## src/rtl/fadder_serial_if.sv

```systemverilog
// fadder_serial_if -- operand/result handshake bundle for fadder_serial.
//
// Signals:
//   in_valid / in_ready   : operand handshake (producer -> adder)
//   A, B  [WIDTH-1:0]     : operands
//   Cin                   : carry-in (add) / borrow-in (subtract)
//   Sub                   : 0 = add, 1 = subtract
//   out_valid / out_ready : result handshake (adder -> consumer)
//   Sum   [WIDTH-1:0]     : result
//   Cout                  : carry-out (add) / no-borrow flag (subtract)
//   Ovf                   : two's-complement signed overflow
//
// Modports:
//   master : the side that supplies operands and consumes results
//   slave  : the adder itself
interface fadder_serial_if #(
  parameter int WIDTH = 8
);
  logic             in_valid;
  logic             in_ready;
  logic [WIDTH-1:0] A;
  logic [WIDTH-1:0] B;
  logic             Cin;
  logic             Sub;
  logic             out_valid;
  logic             out_ready;
  logic [WIDTH-1:0] Sum;
  logic             Cout;
  logic             Ovf;

  modport master (
    output in_valid, A, B, Cin, Sub, out_ready,
    input  in_ready, out_valid, Sum, Cout, Ovf
  );

  modport slave (
    input  in_valid, A, B, Cin, Sub, out_ready,
    output in_ready, out_valid, Sum, Cout, Ovf
  );
endinterface

```

## src/rtl/fadder_serial.sv

```systemverilog
// fadder_serial -- digit-serial adder/subtractor.
//
// Adds (or subtracts) two WIDTH-bit operands DIGIT bits per clock, least
// significant digit first, with a rippling carry register between digits.
// One operation is in flight at a time: IDLE accepts, RUN computes NDIG
// digits, DONE presents the result until the consumer takes it.
//
// Ports:
//   clk : clock, rising edge
//   rst : asynchronous active-high reset
//   bus : fadder_serial_if.slave (operand and result handshakes)
//
// Parameters:
//   WIDTH : operand/result width (>= 2)
//   DIGIT : bits per cycle, 1..WIDTH, must divide WIDTH
module fadder_serial #(
  parameter int WIDTH = 8,
  parameter int DIGIT = 2
) (
  input  logic           clk,
  input  logic           rst,
  fadder_serial_if.slave bus
);

  localparam int NDIG = WIDTH / DIGIT;
  localparam int CW   = (NDIG > 1) ? $clog2(NDIG) : 1;

  localparam logic [1:0] IDLE = 2'd0;
  localparam logic [1:0] RUN  = 2'd1;
  localparam logic [1:0] DONE = 2'd2;

  logic [1:0]       state_q, state_d;
  logic [WIDTH-1:0] a_q, a_d;
  logic [WIDTH-1:0] b_q, b_d;     // already inverted for subtract
  logic [WIDTH-1:0] sum_q, sum_d;
  logic             carry_q, carry_d;
  logic             cout_q, cout_d;
  logic             ovf_q, ovf_d;
  logic [CW-1:0]    cnt_q, cnt_d;

  logic [31:0]      dig_lo;       // bit position of the current digit
  logic [DIGIT-1:0] a_dig, b_dig, dig_sum;
  logic             dig_cout;
  logic             last_dig;
  logic             msb_cin;      // carry into bit WIDTH-1 on the last digit
  logic [WIDTH-1:0] slice_mask;

  assign dig_lo   = 32'(cnt_q) * 32'(DIGIT);
  assign a_dig    = DIGIT'(a_q >> dig_lo);
  assign b_dig    = DIGIT'(b_q >> dig_lo);

  // carry_q holds c0 for digit 0 (loaded at accept), then the ripple carry.
  assign {dig_cout, dig_sum} = {1'b0, a_dig} + {1'b0, b_dig} + {{DIGIT{1'b0}}, carry_q};

  assign last_dig   = (cnt_q == CW'(NDIG - 1));
  assign slice_mask = WIDTH'({DIGIT{1'b1}}) << dig_lo;

  // Sum bit = a ^ b ^ carry_in, so the carry into the top bit is recoverable
  // from the top bit of the digit without a separate partial adder.
  assign msb_cin = a_dig[DIGIT-1] ^ b_dig[DIGIT-1] ^ dig_sum[DIGIT-1];

  always_comb begin
    state_d = state_q;
    a_d     = a_q;
    b_d     = b_q;
    sum_d   = sum_q;
    carry_d = carry_q;
    cout_d  = cout_q;
    ovf_d   = ovf_q;
    cnt_d   = cnt_q;
    case (state_q)
      IDLE: begin
        if (bus.in_valid) begin
          a_d     = bus.A;
          b_d     = bus.Sub ? ~bus.B : bus.B;
          carry_d = bus.Sub ? ~bus.Cin : bus.Cin;
          cnt_d   = '0;
          state_d = RUN;
        end
      end
      RUN: begin
        sum_d   = (sum_q & ~slice_mask) | (WIDTH'(dig_sum) << dig_lo);
        carry_d = dig_cout;
        if (last_dig) begin
          cout_d  = dig_cout;
          ovf_d   = msb_cin ^ dig_cout;
          state_d = DONE;
        end else begin
          cnt_d = cnt_q + CW'(1);
        end
      end
      DONE: begin
        if (bus.out_ready) begin
          state_d = IDLE;
        end
      end
      default: state_d = IDLE;
    endcase
  end

  always_ff @(posedge clk or posedge rst) begin
    if (rst) begin
      state_q <= IDLE;
      a_q     <= '0;
      b_q     <= '0;
      sum_q   <= '0;
      carry_q <= 1'b0;
      cout_q  <= 1'b0;
      ovf_q   <= 1'b0;
      cnt_q   <= '0;
    end else begin
      state_q <= state_d;
      a_q     <= a_d;
      b_q     <= b_d;
      sum_q   <= sum_d;
      carry_q <= carry_d;
      cout_q  <= cout_d;
      ovf_q   <= ovf_d;
      cnt_q   <= cnt_d;
    end
  end

  assign bus.in_ready  = (state_q == IDLE);
  assign bus.out_valid = (state_q == DONE);
  assign bus.Sum       = sum_q;
  assign bus.Cout      = cout_q;
  assign bus.Ovf       = ovf_q;

endmodule

```

## src/flat_wrapper.sv

```systemverilog
// flat-port wrapper written by rule: the top's interface ports become plain ports
module fadder_serial_flat 
#(
  parameter int WIDTH = 8,
  parameter int DIGIT = 2
)
  (clk, rst, bus_in_valid, bus_A, bus_B, bus_Cin, bus_Sub, bus_out_ready, bus_in_ready, bus_out_valid, bus_Sum, bus_Cout, bus_Ovf);
  fadder_serial_if #(.WIDTH(WIDTH)) bus_i ();
  input  logic clk;
  input  logic rst;
  input wire logic [$bits(bus_i.in_valid)-1:0] bus_in_valid;
  input wire logic [$bits(bus_i.A)-1:0] bus_A;
  input wire logic [$bits(bus_i.B)-1:0] bus_B;
  input wire logic [$bits(bus_i.Cin)-1:0] bus_Cin;
  input wire logic [$bits(bus_i.Sub)-1:0] bus_Sub;
  input wire logic [$bits(bus_i.out_ready)-1:0] bus_out_ready;
  output wire logic [$bits(bus_i.in_ready)-1:0] bus_in_ready;
  output wire logic [$bits(bus_i.out_valid)-1:0] bus_out_valid;
  output wire logic [$bits(bus_i.Sum)-1:0] bus_Sum;
  output wire logic [$bits(bus_i.Cout)-1:0] bus_Cout;
  output wire logic [$bits(bus_i.Ovf)-1:0] bus_Ovf;
  assign bus_i.in_valid = bus_in_valid;
  assign bus_i.A = bus_A;
  assign bus_i.B = bus_B;
  assign bus_i.Cin = bus_Cin;
  assign bus_i.Sub = bus_Sub;
  assign bus_i.out_ready = bus_out_ready;
  assign bus_in_ready = bus_i.in_ready;
  assign bus_out_valid = bus_i.out_valid;
  assign bus_Sum = bus_i.Sum;
  assign bus_Cout = bus_i.Cout;
  assign bus_Ovf = bus_i.Ovf;
  fadder_serial #(.WIDTH(WIDTH), .DIGIT(DIGIT)) u_core (.clk(clk), .rst(rst), .bus(bus_i));
endmodule
```

## config.mk

```make
export PLATFORM = sky130hd
export DESIGN_NAME = fadder_serial_flat
export DESIGN_NICKNAME = d
export VERILOG_FILES = /design/src/rtl/fadder_serial_if.sv /design/src/rtl/fadder_serial.sv /design/src/flat_wrapper.sv
export SDC_FILE = /design/constraint.sdc
export NUM_CORES = 1
export LEC_CHECK = 0
export BUFFER_PORTS_ARGS = -buffer_cell sky130_fd_sc_hd__buf_2
export CAP_MARGIN = 20
export CORE_MARGIN = 1.5
export CORE_UTILIZATION = 40
export DETAILED_ROUTE_END_ITERATION = 10
export GPL_TIMING_DRIVEN = 0
export SYNTH_ARGS = -nofsm -noshare
export SYNTH_HDL_FRONTEND = slang
export SYNTH_SLANG_ARGS = --single-unit
```

## constraint.sdc

```tcl
create_clock -name clk -period 2.9 [get_ports clk]
set_clock_uncertainty 0.05 [all_clocks]
set_input_delay 0.435 -clock clk [delete_from_list [all_inputs] [get_ports clk]]
set_output_delay 0.435 -clock clk [all_outputs]
set_load 0.005 [all_outputs]
```

==> qor.csv, run 1 <==
metric;value;unit
Hold Buf Count CTS;0;
PwrDens;1250;nW/um^2
top_reg_cell synth;dfrtp_1;
Tightest Hold Check Type;in2async;
Setup Buffers After CTS;0;
Slew headroom;70.4;%
Final min period;2.62;ns
drt initial violations;32;
post-synthesis cell count;120;
die height;64.5;um
Worst-Margin Slew;0.443;ns
RSZ-0062 raised after global routing;false;
Peak VDD IR;0.453;mV
H-tree depth;2;
CP Class;reg2reg;
Finish-stage setup viols;0;
Global Route Usage Sum;16.1;%
GRT Residual Overflow;0;
die area;4160;sq um
largest net degree at the start of global routing;25;
Clock Pin Slew Worst Setup and Hold Paths;0.06;ns
CTS Buf Count;5;
drt wl/cell;13.3;um
register area;776;sq um
routed wire length;2780;um
Final nets;189;
I/O pin total;34;
Setup TNS;0;ns
Core Region;3630;sq um
startpoint types;flop;
Max-Cap Viols;0;
Hold Slack;0.0788;ns
CP Data Required Time;3.03;ns
Yosys reg bits;31;
first-pass GRT wire length;4890;um
CTS tree;done;
Final Cycle Share;90.4;%
Worst EP arrival;2.75;ns
clk_lat worst skew;0.28;ns
FILL cells;338;
antenna diode count;0;
Initial Utilization;41.6;%
r2r worst-path depth;6;
antenna viol nets, final;0;
Post-synth EDFFs;0;
Syn Area/Cell;12.6;sq um
initial antenna violation count;0;
crit end category;flop;
Hold Fails Final Rpt;0;
synth warn;0;
PortBufs;32;
Seq/Total Area, Yosys;51.3;%
Netlist cell types;27;
CTS sink cnt;31;
syn_nets;149;
Synth-to-Final Area Change;23.0;%
synthesized cell area;1510;sq um
# resized after CTS;0;
Fmax achieved;382;MHz
Pre-antenna DRT Iters;4;
GPL Wtd Cong;0.765;
Static Leakage;0.851;nW
Die W;64.5;um
Clock Tree Buf Depth;2;
layout cell share with drive strength beyond 1;38.5;%
routed vias/inst;4.94;
clock root cell;clkbuf_8;
drt drc;0;
DP HPWL;2160;um
Synth async-reset ratio;100;%
status;finished clean;
multi-input logic area;688;sq um
number of global-route vias before repair;1041;
Final Max Tran Viols;0;
vias after detailed routing;1032;
num rows;22;
critical path peak fanout;6;
layout by cell type (no fill, tap or decap), drive strengths merged, types with 2 or more instances in the layout:
master and count:
a21oi 8, a22o 4, a32o 4, buf 36, clkbuf 10, dfrtp 31, fa 2, ha 5
inv 4, mux2 9, mux4 4, nand2 6, nand2b 2, nor2 12, nor2b 2, nor3b 2
o21ai 4, xnor2 10
stage by stage:
stage | setup WS, ns | cells | utilization, % | area [sq um] | total power [mW]
detailed placement | 0.270 | 201 | 48.5 | 1760 | 1.99
finish | 0.280 | 209 | 51.2 | 1860 | 2.33
CTS | 0.263 | 209 | 51.2 | 1860 | 2.37
global placement | 0.296 | 200 | 47.7 | 1730 | 1.95
global route | 0.0937 | 209 | 51.2 | 1860 | 2.56
floorplan | 0.455 | 120 | - | 1510 | 1.68
synthesized netlist by cell type, drive strengths merged, types with 2 or more instances:
library cell | count | area (sq um)
clkbuf | 2 | 10.0
a21oi | 8 | 40.0
fa | 2 | 40.0
dfrtp | 31 | 776
nand2b | 2 | 12.5
mux2 | 9 | 101
nor2 | 12 | 45.0
inv | 4 | 15.0
o21ai | 4 | 20.0
ha | 5 | 62.6
mux4 | 4 | 90.1
nor2b | 2 | 12.5
nand2 | 6 | 22.5
a32o | 4 | 40.0
xnor2 | 10 | 87.6
a22o | 4 | 35.0
buf | 3 | 23.8
nor3b | 2 | 26.3
sequential cells by signal (all words and copies together) (netlist names):
name and cells:
u_core.carry_q 1, u_core.a_q 8, u_core.b_q 8, u_core.bus.Sum 8, u_core.state_q 2, u_core.cnt_q 2
u_core.bus.Ovf 1, u_core.bus.Cout 1
metal layers:
layer  part of all wire (%)  vias up  routed length [um]  GRT usage [%]
met5                      0        -                   0              0
li1                       -      493                   -              -
met3                    6.9       10                 193           7.29
met2                     46       36                1280           23.7
met1                     43      493                1200           19.6
met4                    3.7        0                 102           9.31
power by group:
part / switching (mW) / leakage [nW] / internal, mW
sequential: 0.131 / 0.366 / 0.650
combinational: 0.561 / 0.433 / 0.616
clock: 0.152 / 0.0515 / 0.216
total: 0.844 / 0.851 / 1.48
final timing paths:
kind | from | end | slack (ns)
max in group asynchronous | rst | u_core.a_q[4] | 2.27
worst max-delay path | u_core.cnt_q[0] | u_core.bus.Sum[3] | 0.28
worst min-delay path | rst | u_core.bus.Sum[7] | 0.08
min in group clk | bus_out_ready | u_core.state_q[1] | 0.28
worst min register to register | u_core.bus.Sum[3] | u_core.bus.Sum[3] | 0.44
worst max register to register | u_core.cnt_q[0] | u_core.bus.Sum[3] | 0.28
final cells by class:
cell class              count  area share (%)
flip-flops and latches     31            41.7
multi-input cells          80            37.0
repair buffers             33            10.1
clock buffers               8            5.38
well taps                  48            3.23
plain buffers               5            1.82
inverters                   4           0.807
critical path: stages, from the launching register on:
cell      delay (ns)
dfrtp_1         0.38
clkbuf_2        0.23
mux4_2          0.56
fa_1            0.39
fa_1            0.52
nor2b_1         0.19
a22o_1          0.21
logic make-up after synthesis:
kind of cell               after synthesis  share of synthesized area [%]
AOI/OAI and AO/OA                       21                           9.76
xor gates and xnor gates                11                           6.37
adders and majority gates                7                           6.78
buffers and inverters                    9                           3.23
DFF                                     31                           51.3
muxes                                   13                           12.7
and+or+nand+nor                         28                           9.93
(Power assumes the default switching activity.)
==> inputs of run 2 (changes only) <==
GPL_TIMING_DRIVEN = default   (was 0)
==> qor.csv, run 2 (same netlist as run 1, synthesis figures left out) <==
metric;value;unit;change
Final Cycle Share;88.0;%;was 90.4%
Pre-antenna DRT Iters;4;;unchanged
Setup TNS;0;ns;unchanged
Slowest-stage cell, CP;mux4_2;;unchanged
H-tree depth;2;;unchanged
Worst-Margin Slew;0.644;ns;was 0.443 ns
routed wire length;2640;um;was 2780 um
PwrDens;1260;nW/um^2;was 1250 nW/um^2
layout cell share with drive strength beyond 1;37.7;%;was 38.5%
Worst EP arrival;2.67;ns;was 2.75 ns
Die W;64.5;um;unchanged
GRT Residual Overflow;0;;unchanged
GPL Wtd Cong;0.811;;was 0.765
drt initial violations;24;;was 32
Tightest Hold Check Type;in2async;;unchanged
clk_lat worst skew;0.28;ns;about the same
routed vias/inst;4.81;;was 4.94
number of global-route vias before repair;1085;;was 1041
Worst Path Buf+Inv;0;;was 1
Core Region;3630;sq um;unchanged
drt wl/cell;12.7;um;was 13.3 um
Hold Fails Final Rpt;0;;unchanged
status;finished clean;;unchanged
antenna viol nets, final;0;;unchanged
RSZ-0062 raised after global routing;false;;unchanged
I/O pin total;34;;unchanged
Max-Cap Viols;0;;unchanged
Finish-stage setup viols;0;;unchanged
die area;4160;sq um;unchanged
Hold Buf Count CTS;0;;unchanged
CTS Buf Count;5;;unchanged
drt drc;0;;unchanged
CTS sink cnt;31;;unchanged
Global Route Usage Sum;15.8;%;was 16.1%
DP HPWL;2040;um;was 2160 um
critical path peak fanout;8;;was 6
Final min period;2.55;ns;was 2.62 ns
Clock Pin Slew Worst Setup and Hold Paths;0.06;ns;about the same
Worst R2R End;u_core.bus.Sum[3];;unchanged
# resized after CTS;0;;unchanged
Synth-to-Final Area Change;20.8;%;was 23.0%
antenna diode count;0;;unchanged
CP Data Required Time;3.02;ns;was 3.03 ns
clock root cell;clkbuf_8;;unchanged
Peak VDD IR;0.433;mV;was 0.453 mV
startpoint types;flop;;unchanged
Static Leakage;0.833;nW;was 0.851 nW
CP max stage delay;0.57;ns;was 0.56 ns
CTS tree;done;;unchanged
largest net degree at the start of global routing;32;;was 25
die height;64.5;um;unchanged
Initial Utilization;41.6;%;unchanged
CP Cell Sequence;mux4_2 > fa_1 > fa_1 > nor2b_1 > a22o_1;;was clkbuf_2 > mux4_2 > fa_1 > fa_1 > nor2b_1 > a22o_1
PortBufs;33;;was 32
num rows;22;;unchanged
crit end category;flop;;unchanged
Final Util;50.3;%;was 51.2%
commonest cells after routing, fill and taps aside;buf_2, dfrtp_1, nor2_1, xnor2_1, mux2_2;;unchanged
r2r worst-path depth;5;;was 6
delay-heaviest family, CP;adder cells;;unchanged
Hold Slack;0.166;ns;was 0.0788 ns
Clock Tree Buf Depth;2;;unchanged
Setup Buffers After CTS;0;;unchanged
worst reg2reg startpoint;u_core.cnt_q[0];;unchanged
Fmax achieved;392;MHz;was 382 MHz
commonest non-fill, non-tap cell in the layout;buf_2;;unchanged
Final Max Tran Viols;0;;unchanged
Final nets;187;;was 189
flop2flop setup slack;0.35;ns;was 0.28 ns
CP Class;reg2reg;;unchanged
first-pass GRT wire length;4880;um;was 4890 um
initial antenna violation count;0;;unchanged
Slew headroom;57.0;%;was 70.4%
vias after detailed routing;995;;was 1032
Crit path top cell by count;fa_1;;unchanged
[run 2: changes by cell type in the layout (fill, tap and decap cells not counted)]
cell and delta:
clkbuf_2 -2, buf_16 -1, buf_4 +2, buf_6 -1
[run 2: cell type report]
class,instances,area [sq um]
Multi-Input combinational cell,80,688
Tap cell,48,60.1
Inverter,4,15.0
Clock buffer,8,100
Sequential cell,31,776
Fill cell,349,1810
Timing Repair Buffer,36,188
[run 2: how the worst max path moves through the flow]
stage,depth (start not counted),to,startpoint
6_report,5,u_core.bus.Sum[3],u_core.cnt_q[0]
5_1_grt,5,u_core.bus.Sum[3],u_core.cnt_q[0]
4_1_cts,5,u_core.bus.Sum[3],u_core.cnt_q[0]
3_5_place_dp,5,u_core.bus.Sum[3],u_core.cnt_q[0]
3_3_place_gp,5,u_core.bus.Sum[3],u_core.cnt_q[0]
2_1_floorplan,6,u_core.bus.Sum[3],u_core.cnt_q[0]
[run 2: worst min-delay path: cells and delay by family]
family / cells / cell delay [ns]
buffers and inverters: 3 / 0.47
[run 2: metrics by stage]
step	worst slack [ns]	power, mW	area (sq um)	cells
finish	0.347	2.30	1830	207
floorplan	0.455	1.68	1510	120
global route	0.231	2.51	1830	207
global placement	0.402	1.93	1730	199
detailed placement	0.355	1.96	1730	199
CTS	0.345	2.33	1830	207
[run 2: layer usage]
metal / part of all wire, % / vias to the layer above / track usage (%)
li1: - / 490 / -
met1: 43 / 474 / 19.0
met2: 49 / 26 / 25.8
met3: 6.0 / 5 / 5.90
met4: 1.4 / 0 / 6.38
met5: 0 / - / 0
[run 2: power breakdown]
part           internal [mW]  switching, mW  leakage, nW
Sequential             0.650          0.149        0.366
Combinational          0.604          0.531        0.415
Clock                  0.216          0.147       0.0515
Total                   1.47          0.827        0.833
==> inputs of run 3 (changes only) <==
CTS_CLUSTER_DIAMETER = 30   (was default)
PLACE_DENSITY = 0.58   (was default)
==> qor.csv, run 3 (same netlist as run 1, synthesis figures left out) <==
metric;value;unit;change
status;finished clean;;unchanged
Fmax achieved;388;MHz;was 392 MHz
Final nets;187;;unchanged
Sw Pwr;0.823;mW;was 0.827 mW
Comb power frac;50.3;%;was 49.4%
I/O pin total;34;;unchanged
Hold Buf Count CTS;0;;unchanged
Final Cycle Share;88.8;%;was 88.0%
CP Data Required Time;3.01;ns;was 3.02 ns
crit end category;flop;;unchanged
vias after detailed routing;1024;;was 995
Final min period;2.58;ns;was 2.55 ns
Worst-Margin Slew;0.604;ns;was 0.644 ns
Peak VDD IR;0.458;mV;was 0.433 mV
CTS tree;done;;unchanged
antenna viol nets, final;0;;unchanged
num rows;22;;unchanged
Hold Fails Final Rpt;0;;unchanged
FILL cells;346;;was 349
share of power burned in the clock network;14.2;%;was 15.8%
RSZ-0062 raised after global routing;false;;unchanged
Tightest Hold Check Type;in2async;;unchanged
GRT Residual Overflow;0;;unchanged
initial antenna violation count;0;;unchanged
Max-Cap Viols;0;;unchanged
Die W;64.5;um;unchanged
critical path peak fanout;8;;unchanged
Hold Slack;0.173;ns;was 0.166 ns
die height;64.5;um;unchanged
GPL Wtd Cong;0.702;;was 0.811
Clock Pin Slew Worst Setup and Hold Paths;0.06;ns;about the same
Final Util;49.9;%;was 50.3%
Static Leakage;0.823;nW;was 0.833 nW
DP HPWL;2000;um;was 2040 um
CP Class;reg2reg;;unchanged
H-tree depth;2;;unchanged
Clock Tree Buf Depth;2;;unchanged
die area;4160;sq um;unchanged
Synth-to-Final Area Change;19.8;%;was 20.8%
Core Region;3630;sq um;unchanged
routed wire length;2630;um;was 2640 um
layout cell share with drive strength beyond 1;37.7;%;unchanged
drt initial violations;56;;was 24
clk_lat worst skew;0.28;ns;about the same
switching share of power;36.7;%;was 36.0%
Worst EP arrival;2.69;ns;was 2.67 ns
Setup TNS;0;ns;unchanged
Setup Buffers After CTS;0;;unchanged
Slew headroom;59.7;%;was 57.0%
Seq pwr share;35.5;%;was 34.8%
Final Max Tran Viols;0;;unchanged
CTS Buf Count;5;;unchanged
first-pass GRT wire length;4530;um;was 4880 um
commonest non-fill, non-tap cell in the layout;buf_2;;unchanged
drt wl/cell;12.7;um;about the same
PortBufs;33;;unchanged
Cell Area, Placed;1730;sq um;unchanged
Finish-stage setup viols;0;;unchanged
Initial Utilization;41.6;%;unchanged
Pint;1.42;mW;was 1.47 mW
PwrDens;1240;nW/um^2;was 1260 nW/um^2
number of global-route vias before repair;1035;;was 1085
# resized after CTS;0;;unchanged
commonest cells after routing, fill and taps aside;buf_2, dfrtp_1, nor2_1, xnor2_1, mux2_2;;unchanged
Pre-antenna DRT Iters;4;;unchanged
largest net degree at the start of global routing;32;;unchanged
drt drc;0;;unchanged
clock root cell;clkbuf_8;;unchanged
Global Route Usage Sum;14.5;%;was 15.8%
CTS sink cnt;31;;unchanged
routed vias/inst;4.95;;was 4.81
finished layout cell area;1810;sq um;was 1830 sq um
startpoint types;flop;;unchanged
antenna diode count;0;;unchanged
-- run 3: cell count changes in the layout (fill, tap and decap cells not counted) --
cell        change
clkinvlp_4      +1
clkbuf_8        -2
clkinv_2        +1
-- run 3: worst max-delay path, stage by stage, from the launching register on --
cell and delay, ns:
dfrtp_1 0.55, mux4_2 0.58, fa_1 0.39, fa_1 0.51, nor2b_1 0.17, a22o_1 0.21
-- run 3: power groups by stage --
stage	registers, mW	clock network [mW]	logic (mW)
5_1_grt	0.830	0.348	1.26
4_1_cts	0.801	0.330	1.15
3_5_place_dp	0.807	0	1.15
6_report	0.796	0.320	1.13
3_3_place_gp	0.807	0	1.14
2_1_floorplan	0.766	0	0.916
-- run 3: per-layer routing --
layer	track usage [%]	wire, um
met1	18.8	1240
met2	22.4	1220
met3	4.34	134
met4	6.38	34
met5	0	0
-- run 3: final cells by class --
| type | instances | area [sq um] | area share (%) |
|---|---|---|---|
| timing repair buffer | 36 | 188 | 10.4 |
| multi-input combinational | 80 | 688 | 38.0 |
| clock buffer | 6 | 72.6 | 4.01 |
| clock inverter | 2 | 12.5 | 0.691 |
| tap | 48 | 60.1 | 3.31 |
| sequential | 31 | 776 | 42.8 |
| inverter | 4 | 15.0 | 0.829 |
-- run 3: final timing paths --
path / start / to / slack [ns] / cells after the start
min in group clk: bus_A[4] / u_core.a_q[4] / 0.34 / 2
min: rst / u_core.a_q[7] / 0.17 / 3
min reg2reg: u_core.bus.Sum[6] / u_core.bus.Sum[6] / 0.44 / 1
max: u_core.cnt_q[0] / u_core.bus.Sum[3] / 0.32 / 5
max in group asynchronous: rst / u_core.bus.Sum[0] / 2.34 / 3
max reg2reg: u_core.cnt_q[0] / u_core.bus.Sum[3] / 0.32 / 5
-- run 3: per-stage QoR --
stage	cells	power [mW]	setup WS, ns
after floorplan	120	1.68	0.455
after global placement	199	1.94	0.386
after detailed placement	199	1.96	0.305
after CTS	207	2.28	0.293
after global routing	207	2.44	0.197
final	207	2.24	0.325
